`src/rtl/onewire_bus_scheduler.sv`:
```
// onewire_bus_scheduler
//   Shares the one-wire bus between two requesters. A granted transaction runs
//   bus reset, presence check, up to MAX_BYTES write bytes, then up to
//   MAX_BYTES read bytes. Each step is handed to an external engine through an
//   enable/done handshake. After every transaction the bus is left idle for
//   GAP_CYCLES cycles before the next grant is issued.
// Ports
//   clk, rst_n                  clock, asynchronous active-low reset
//   req[1:0]                    per-requester request, held until done
//   wr_len0/1, rd_len0/1        byte counts per requester, clamped to MAX_BYTES
//   wr_data0/1                  write bytes, byte 0 in [7:0] is sent first
//   gnt[1:0], done[1:0]         one-hot grant, one-cycle completion pulse
//   err, rd_data                no-presence flag and read bytes, valid with done
//   reset_enable/done/presence  reset engine handshake
//   write_enable/byte/done      byte-write engine handshake
//   read_enable/done/byte       byte-read engine handshake
module onewire_bus_scheduler #(
    parameter int unsigned MAX_BYTES  = 4,
    parameter int unsigned GAP_CYCLES = 27
) (
    input  logic                   clk,
    input  logic                   rst_n,
    input  logic [1:0]             req,
    input  logic [2:0]             wr_len0,
    input  logic [2:0]             wr_len1,
    input  logic [2:0]             rd_len0,
    input  logic [2:0]             rd_len1,
    input  logic [8*MAX_BYTES-1:0] wr_data0,
    input  logic [8*MAX_BYTES-1:0] wr_data1,
    output logic [1:0]             gnt,
    output logic [1:0]             done,
    output logic                   err,
    output logic [8*MAX_BYTES-1:0] rd_data,
    output logic                   reset_enable,
    input  logic                   reset_done,
    input  logic                   reset_presence,
    output logic                   write_enable,
    output logic [7:0]             write_byte,
    input  logic                   write_done,
    output logic                   read_enable,
    input  logic                   read_done,
    input  logic [7:0]             read_byte
);

    localparam int unsigned DW = 8 * MAX_BYTES;
    localparam int unsigned CW = $clog2(MAX_BYTES + 1);
    localparam int unsigned GW = (GAP_CYCLES > 1) ? $clog2(GAP_CYCLES) : 1;

    typedef enum logic [2:0] {
        StIdle, StRst, StWrGap, StWr, StRdGap, StRd, StFin, StRecover
    } state_e;

    state_e          state_q, state_d;
    logic            sel_q, sel_d;      // granted requester index
    logic            last_q, last_d;    // last served requester
    logic [CW-1:0]   wr_len_q, wr_len_d, rd_len_q, rd_len_d;
    logic [CW-1:0]   wr_cnt_q, wr_cnt_d, rd_cnt_q, rd_cnt_d;
    logic [CW-1:0]   wr_cnt_inc, rd_cnt_inc;
    logic [DW-1:0]   wr_data_q, wr_data_d, rd_data_q, rd_data_d;
    logic            err_q, err_d;
    logic [7:0]      write_byte_q, write_byte_d;
    logic [GW-1:0]   gap_q, gap_d;
    logic [1:0]      grant_oh;

    function automatic logic [CW-1:0] clamp_len(input logic [2:0] len);
        if (32'(len) > MAX_BYTES) return CW'(MAX_BYTES);
        return CW'(len);
    endfunction

    always_ff @(posedge clk or negedge rst_n) begin
        if (!rst_n) begin
            state_q      <= StIdle;
            sel_q        <= 1'b0;
            last_q       <= 1'b1;
            wr_len_q     <= '0;
            rd_len_q     <= '0;
            wr_cnt_q     <= '0;
            rd_cnt_q     <= '0;
            wr_data_q    <= '0;
            rd_data_q    <= '0;
            err_q        <= 1'b0;
            write_byte_q <= '0;
            gap_q        <= '0;
        end else begin
            state_q      <= state_d;
            sel_q        <= sel_d;
            last_q       <= last_d;
            wr_len_q     <= wr_len_d;
            rd_len_q     <= rd_len_d;
            wr_cnt_q     <= wr_cnt_d;
            rd_cnt_q     <= rd_cnt_d;
            wr_data_q    <= wr_data_d;
            rd_data_q    <= rd_data_d;
            err_q        <= err_d;
            write_byte_q <= write_byte_d;
            gap_q        <= gap_d;
        end
    end

    always_comb begin
        state_d      = state_q;
        sel_d        = sel_q;
        last_d       = last_q;
        wr_len_d     = wr_len_q;
        rd_len_d     = rd_len_q;
        wr_cnt_d     = wr_cnt_q;
        rd_cnt_d     = rd_cnt_q;
        wr_data_d    = wr_data_q;
        rd_data_d    = rd_data_q;
        err_d        = err_q;
        write_byte_d = write_byte_q;
        gap_d        = gap_q;
        wr_cnt_inc   = wr_cnt_q + CW'(1);
        rd_cnt_inc   = rd_cnt_q + CW'(1);

        case (state_q)
            StIdle: begin
                if (|req) begin
                    // With both requesting, the one not served last wins.
                    sel_d     = (req == 2'b11) ? ~last_q : req[1];
                    wr_len_d  = clamp_len(sel_d ? wr_len1 : wr_len0);
                    rd_len_d  = clamp_len(sel_d ? rd_len1 : rd_len0);
                    wr_data_d = sel_d ? wr_data1 : wr_data0;
                    wr_cnt_d  = '0;
                    rd_cnt_d  = '0;
                    rd_data_d = '0;
                    err_d     = 1'b0;
                    state_d   = StRst;
                end
            end
            StRst: begin
                if (reset_done) begin
                    // Gap states keep every enable low for a cycle so the
                    // engine that just finished can clear its done.
                    if (reset_presence) begin
                        err_d   = 1'b1;
                        state_d = StFin;
                    end else if (wr_len_q != '0) begin
                        state_d = StWrGap;
                    end else if (rd_len_q != '0) begin
                        state_d = StRdGap;
                    end else begin
                        state_d = StFin;
                    end
                end
            end
            StWrGap: begin
                for (int i = 0; i < MAX_BYTES; i++) begin
                    if (wr_cnt_q == CW'(i)) write_byte_d = wr_data_q[8*i +: 8];
                end
                state_d = StWr;
            end
            StWr: begin
                if (write_done) begin
                    wr_cnt_d = wr_cnt_inc;
                    if (wr_cnt_inc == wr_len_q) begin
                        state_d = (rd_len_q != '0) ? StRdGap : StFin;
                    end else begin
                        state_d = StWrGap;
                    end
                end
            end
            StRdGap: begin
                state_d = StRd;
            end
            StRd: begin
                if (read_done) begin
                    for (int i = 0; i < MAX_BYTES; i++) begin
                        if (rd_cnt_q == CW'(i)) rd_data_d[8*i +: 8] = read_byte;
                    end
                    rd_cnt_d = rd_cnt_inc;
                    state_d  = (rd_cnt_inc == rd_len_q) ? StFin : StRdGap;
                end
            end
            StFin: begin
                last_d  = sel_q;
                gap_d   = '0;
                state_d = StRecover;
            end
            StRecover: begin
                if (gap_q == GW'(GAP_CYCLES - 1)) state_d = StIdle;
                else gap_d = gap_q + GW'(1);
            end
            default: state_d = StIdle;
        endcase
    end

    // Grant, done and enables decode straight from the state register, so an
    // asynchronous reset drops them immediately.
    always_comb begin
        grant_oh     = sel_q ? 2'b10 : 2'b01;
        gnt          = 2'b00;
        done         = 2'b00;
        reset_enable = 1'b0;
        write_enable = 1'b0;
        read_enable  = 1'b0;
        case (state_q)
            StRst: begin
                gnt          = grant_oh;
                reset_enable = 1'b1;
            end
            StWrGap, StRdGap: gnt = grant_oh;
            StWr: begin
                gnt          = grant_oh;
                write_enable = 1'b1;
            end
            StRd: begin
                gnt         = grant_oh;
                read_enable = 1'b1;
            end
            StFin:   done = grant_oh;
            default: ;
        endcase
    end

    assign err        = err_q;
    assign rd_data    = rd_data_q;
    assign write_byte = write_byte_q;

endmodule

```
`config.mk`:
```
export PLATFORM = sky130hd
export DESIGN_NAME = onewire_bus_scheduler
export DESIGN_NICKNAME = d
export VERILOG_FILES = /design/src/rtl/onewire_bus_scheduler.sv
export SDC_FILE = /design/constraint.sdc
export NUM_CORES = 1
export LEC_CHECK = 0
export ABC_AREA = 1
export BUFFER_PORTS_ARGS = -buffer_cell sky130_fd_sc_hd__buf_2
export CORE_MARGIN = 5
export CORE_UTILIZATION = 45
export CTS_CLUSTER_SIZE = 40
export DETAILED_ROUTE_END_ITERATION = 10
export PLACE_DENSITY = 0.69
export SLEW_MARGIN = 0
export SYNTH_ARGS = -nofsm -noshare
export SYNTH_HDL_FRONTEND = slang
export SYNTH_SLANG_ARGS = --single-unit
```
`constraint.sdc`:
```
create_clock -name clk -period 3.5 [get_ports clk]
set_clock_uncertainty 0.1 [all_clocks]
set_input_delay 0.35 -clock clk [delete_from_list [all_inputs] [get_ports clk]]
set_output_delay 0.35 -clock clk [all_outputs]
set_load 0.005 [all_outputs]
```
==> results.sh <==
export IMPL_critPathMostFrequentCell="inv_2"
export IMPL_die_w_um=113
export IMPL_yosys_most_used_dff="dfrtp_1"
export IMPL_p_leak_nw=3.13
export IMPL_start_util_pct=46.3
export IMPL_yosysSeqAreaShare_pct=49.8
export IMPL_rrSetupSlack_ns=1.11
export IMPL_slew_headroom_pct=31.4
export IMPL_hp_class="input port to async pin"
export IMPL_grt_remaining_overflow=0
export IMPL_post_cts_resized=0
export IMPL_peakVddDrop_uv=258
export IMPL_syn2layout_area_growth_pct=19.9
export IMPL_track_usage_pct=20.0
export IMPL_crit_cells=7
export IMPL_wl_met2_um=5580
export IMPL_fin_crit_sh_pct=68.3
export IMPL_drive_above_1_share_pct=24.2
export IMPL_core_um2=10300
export IMPL_wl_um=12500
export IMPL_synth_top_area_share_pct=49.2
export IMPL_synthTopCellsByArea="dfrtp_1, nand2_1, o21ai_0"
export IMPL_cts_tree="done"
export IMPL_met3_length_um=941
export IMPL_nFillCells=1022
export IMPL_worstPathArrival_ns=2.55
export IMPL_crit_family="buffers and inverters"
export IMPL_clockPowerShare_pct=15.3
export IMPL_ant_nets=0
export IMPL_power_density_nw_per_um2=786
export IMPL_routabilityCongestion=0.874
export IMPL_seqPwrFrac_pct=41.1
export IMPL_antenna_found_initial=0
export IMPL_ys_types=30
export IMPL_setup_tns_ns=0
export IMPL_clkLatencyLatePin_ns=0.37
export IMPL_cts_max_level=3
export IMPL_die_area_um2=12800
export IMPL_register_area_um2=2380
export IMPL_syn_num_nets=701
export IMPL_hpwl_um=9080
export IMPL_grt_max_degree=82
export IMPL_grt_setup_unrepaired="no"
export IMPL_core_rowCount=37
export IMPL_wl_per_cell_um=14.4
export IMPL_rr_worst_depth=7
export IMPL_crit_path_start_kind="register"
export IMPL_routed_top_layer="met4"
export IMPL_synthCells=597
export IMPL_die_h_um=113
export IMPL_p_int_mw=2.57
export IMPL_swShare_pct=42.9
export IMPL_end_kind="register"
export IMPL_vias_per_cell=5.02
export IMPL_avgSynthCellArea_um2=8.00
export IMPL_yosys_warnings=0
export IMPL_cts_buffer_depth=2
export IMPL_cts_buffers=9
export IMPL_startpoint="state_q[2]"
export IMPL_ys_ff_latch=95
export IMPL_ctsHoldBuffers=0
export IMPL_ios=140
export IMPL_min_period_ns=2.39
export IMPL_drc_errors=0
export IMPL_cp_cell_sequence="nor2_1, nand2_1, inv_2, o21ai_2, inv_2, nand3_1, o21a_1"
export IMPL_nets=830
export IMPL_r2r_start="state_q[2]"
export IMPL_async_reset_ff_share_pct=100
export IMPL_hold_viol=0
export IMPL_p_sw_mw=1.93
export IMPL_drv_slew=0
export IMPL_synth_edff_count=0
export IMPL_detail_route_wirelength_met1_um=5820
export IMPL_fin_area_um2=5730
export IMPL_vias=4356
export IMPL_critPathMaxStageDelay_ns=0.69
export IMPL_crit_buf_inv=2
export IMPL_placed_area_um2=5550
export IMPL_fmax_mhz=418
export IMPL_synth_area_um2=4780
export IMPL_comb_power_share_pct=43.7
export IMPL_multi_input_area_um2=2020
export IMPL_worst_pin_slew_ns=1.03
export IMPL_crit_end="rd_len_q[2]"
export IMPL_grt_pass1_vias=4284
export IMPL_path_clk_slew_ns=0.09
export IMPL_finalSetupViolCount=0
export IMPL_cts_sinks=95
export IMPL_first_pass_iters=5
export IMPL_power_mw=4.50
export IMPL_worst_path_max_delay_cell="inv_2"
export IMPL_path_max_fanout=57
export IMPL_port_buffers=139
export IMPL_drt_iter0_markers=301
export IMPL_postCtsSetupBuffers=0
export IMPL_grt_pass1_wl_um=20900
export IMPL_timing_rr_end="rd_len_q[2]"
export IMPL_cts_root_buf="clkbuf_8"
export IMPL_maxCapViolations=0
export IMPL_critPathKind="register to register"
export IMPL_diodes=0
export IMPL_status="finished, final reports clean"
export IMPL_crit_required_ns=3.66
export IMPL_synth_largest_area_cell="dfrtp_1"
[state kept, by name, summed over array words and instances, names as in the netlist]
name,flops
rd_len_q,3
write_byte,8
wr_data_q,32
gap_q,5
wr_len_q,3
state_q,3
wr_cnt_q,3
err,1
sel_q,1
last_q,1
rd_cnt_q,3
rd_data,32
[cell usage in the layout, fill, tap and decap left out, types with 4 or more instances in the layout]
cell / instances
dfrtp_1: 94
a21oi_1: 11
nand2_2: 4
ha_1: 12
nor2_1: 65
a31oi_1: 8
clkbuf_8: 10
nand2_1: 136
inv_2: 5
inv_1: 63
buf_4: 4
xor2_1: 4
o22ai_1: 31
nand3_1: 50
o21ai_0: 62
mux2i_1: 4
buf_2: 138
o21ai_1: 7
[synth_stat cells, types with 2 or more instances]
cell	instances
nand2_1	136
dfrtp_1	94
nor2_1	65
inv_1	63
o21ai_0	62
nand3_1	50
o22ai_1	31
ha_1	12
a21oi_1	11
clkbuf_1	10
buf_2	9
a31oi_1	8
o21ai_1	7
inv_2	5
buf_4	4
mux2i_1	4
nand2_2	4
xor2_1	4
nand4_1	3
or2_2	3
nand3_2	2
o21a_1	2
[metal layers]
metal / vias to the layer above / track usage, %
met5: - / 0
met4: 0 / 4.49
met3: 14 / 4.44
met2: 157 / 31.3
met1: 1971 / 28.5
li1: 2214 / -
[cell type report]
| class | instances | share of cell area (%) |
|---|---|---|
| Timing Repair Buffer | 142 | 12.6 |
| Multi-Input combinational cell | 410 | 35.3 |
| Clock inverter | 6 | 0.808 |
| Clock buffer | 10 | 2.40 |
| Sequential cell | 95 | 41.5 |
| Inverter | 68 | 4.46 |
| Tap cell | 136 | 2.97 |
[metrics by stage]
stage / utilization [%] / hold slack (ns) / setup slack [ns] / cells
floorplan: - / -0.0456 / 1.76 / 597
global placement: 53.7 / 0.350 / 1.05 / 851
detailed placement: 53.7 / 0.357 / 0.941 / 851
CTS: 55.5 / 0.0907 / 1.04 / 867
global route: 55.5 / 0.144 / 0.772 / 867
finish: 55.5 / 0.0312 / 1.11 / 867
[power by group through the flow]
stage | Sequential, mW | Combinational (mW) | Clock [mW]
after floorplan | 1.82 | 1.38 | 0
after global placement | 1.85 | 1.91 | 0
after detailed placement | 1.86 | 1.98 | 0
after CTS | 1.84 | 1.99 | 0.700
after global routing | 1.91 | 2.27 | 0.745
final | 1.85 | 1.97 | 0.688
[worst min path at each step]
stage                start          end  slack (ns)
2_1_floorplan        rst_n          err       -0.05
3_3_place_gp   rd_data[28]  rd_data[28]        0.35
3_5_place_dp   rd_data[14]  rd_data[14]        0.36
4_1_cts              rst_n  rd_data[28]        0.09
5_1_grt              rst_n  wr_len_q[1]        0.14
6_report             rst_n     gap_q[3]        0.03
[worst reg2reg max path, cell delays in order (launching register included)]
cell     delay [ns]
dfrtp_1        0.45
nor2_1         0.16
nand2_1        0.09
inv_2          0.08
o21ai_2        0.26
inv_2          0.70
nand3_1        0.27
o21a_1         0.18
[cells by family (layout without fill, tap and decap cells)]
logic type               Yosys count  in the layout  synth area share, %
buffers and inverters             92            226                 7.93
multiplexers                       4              4                0.838
AO/OA/AOI/OAI                    123            123                 14.2
XOR/XNOR                           5              5                0.916
AND/OR/NAND/NOR                  266            266                 23.2
adder cells (fa/ha/maj)           12             12                 3.14
flip-flops                        95             95                 49.8
No activity file was read; power rests on OpenSTA's default activity.
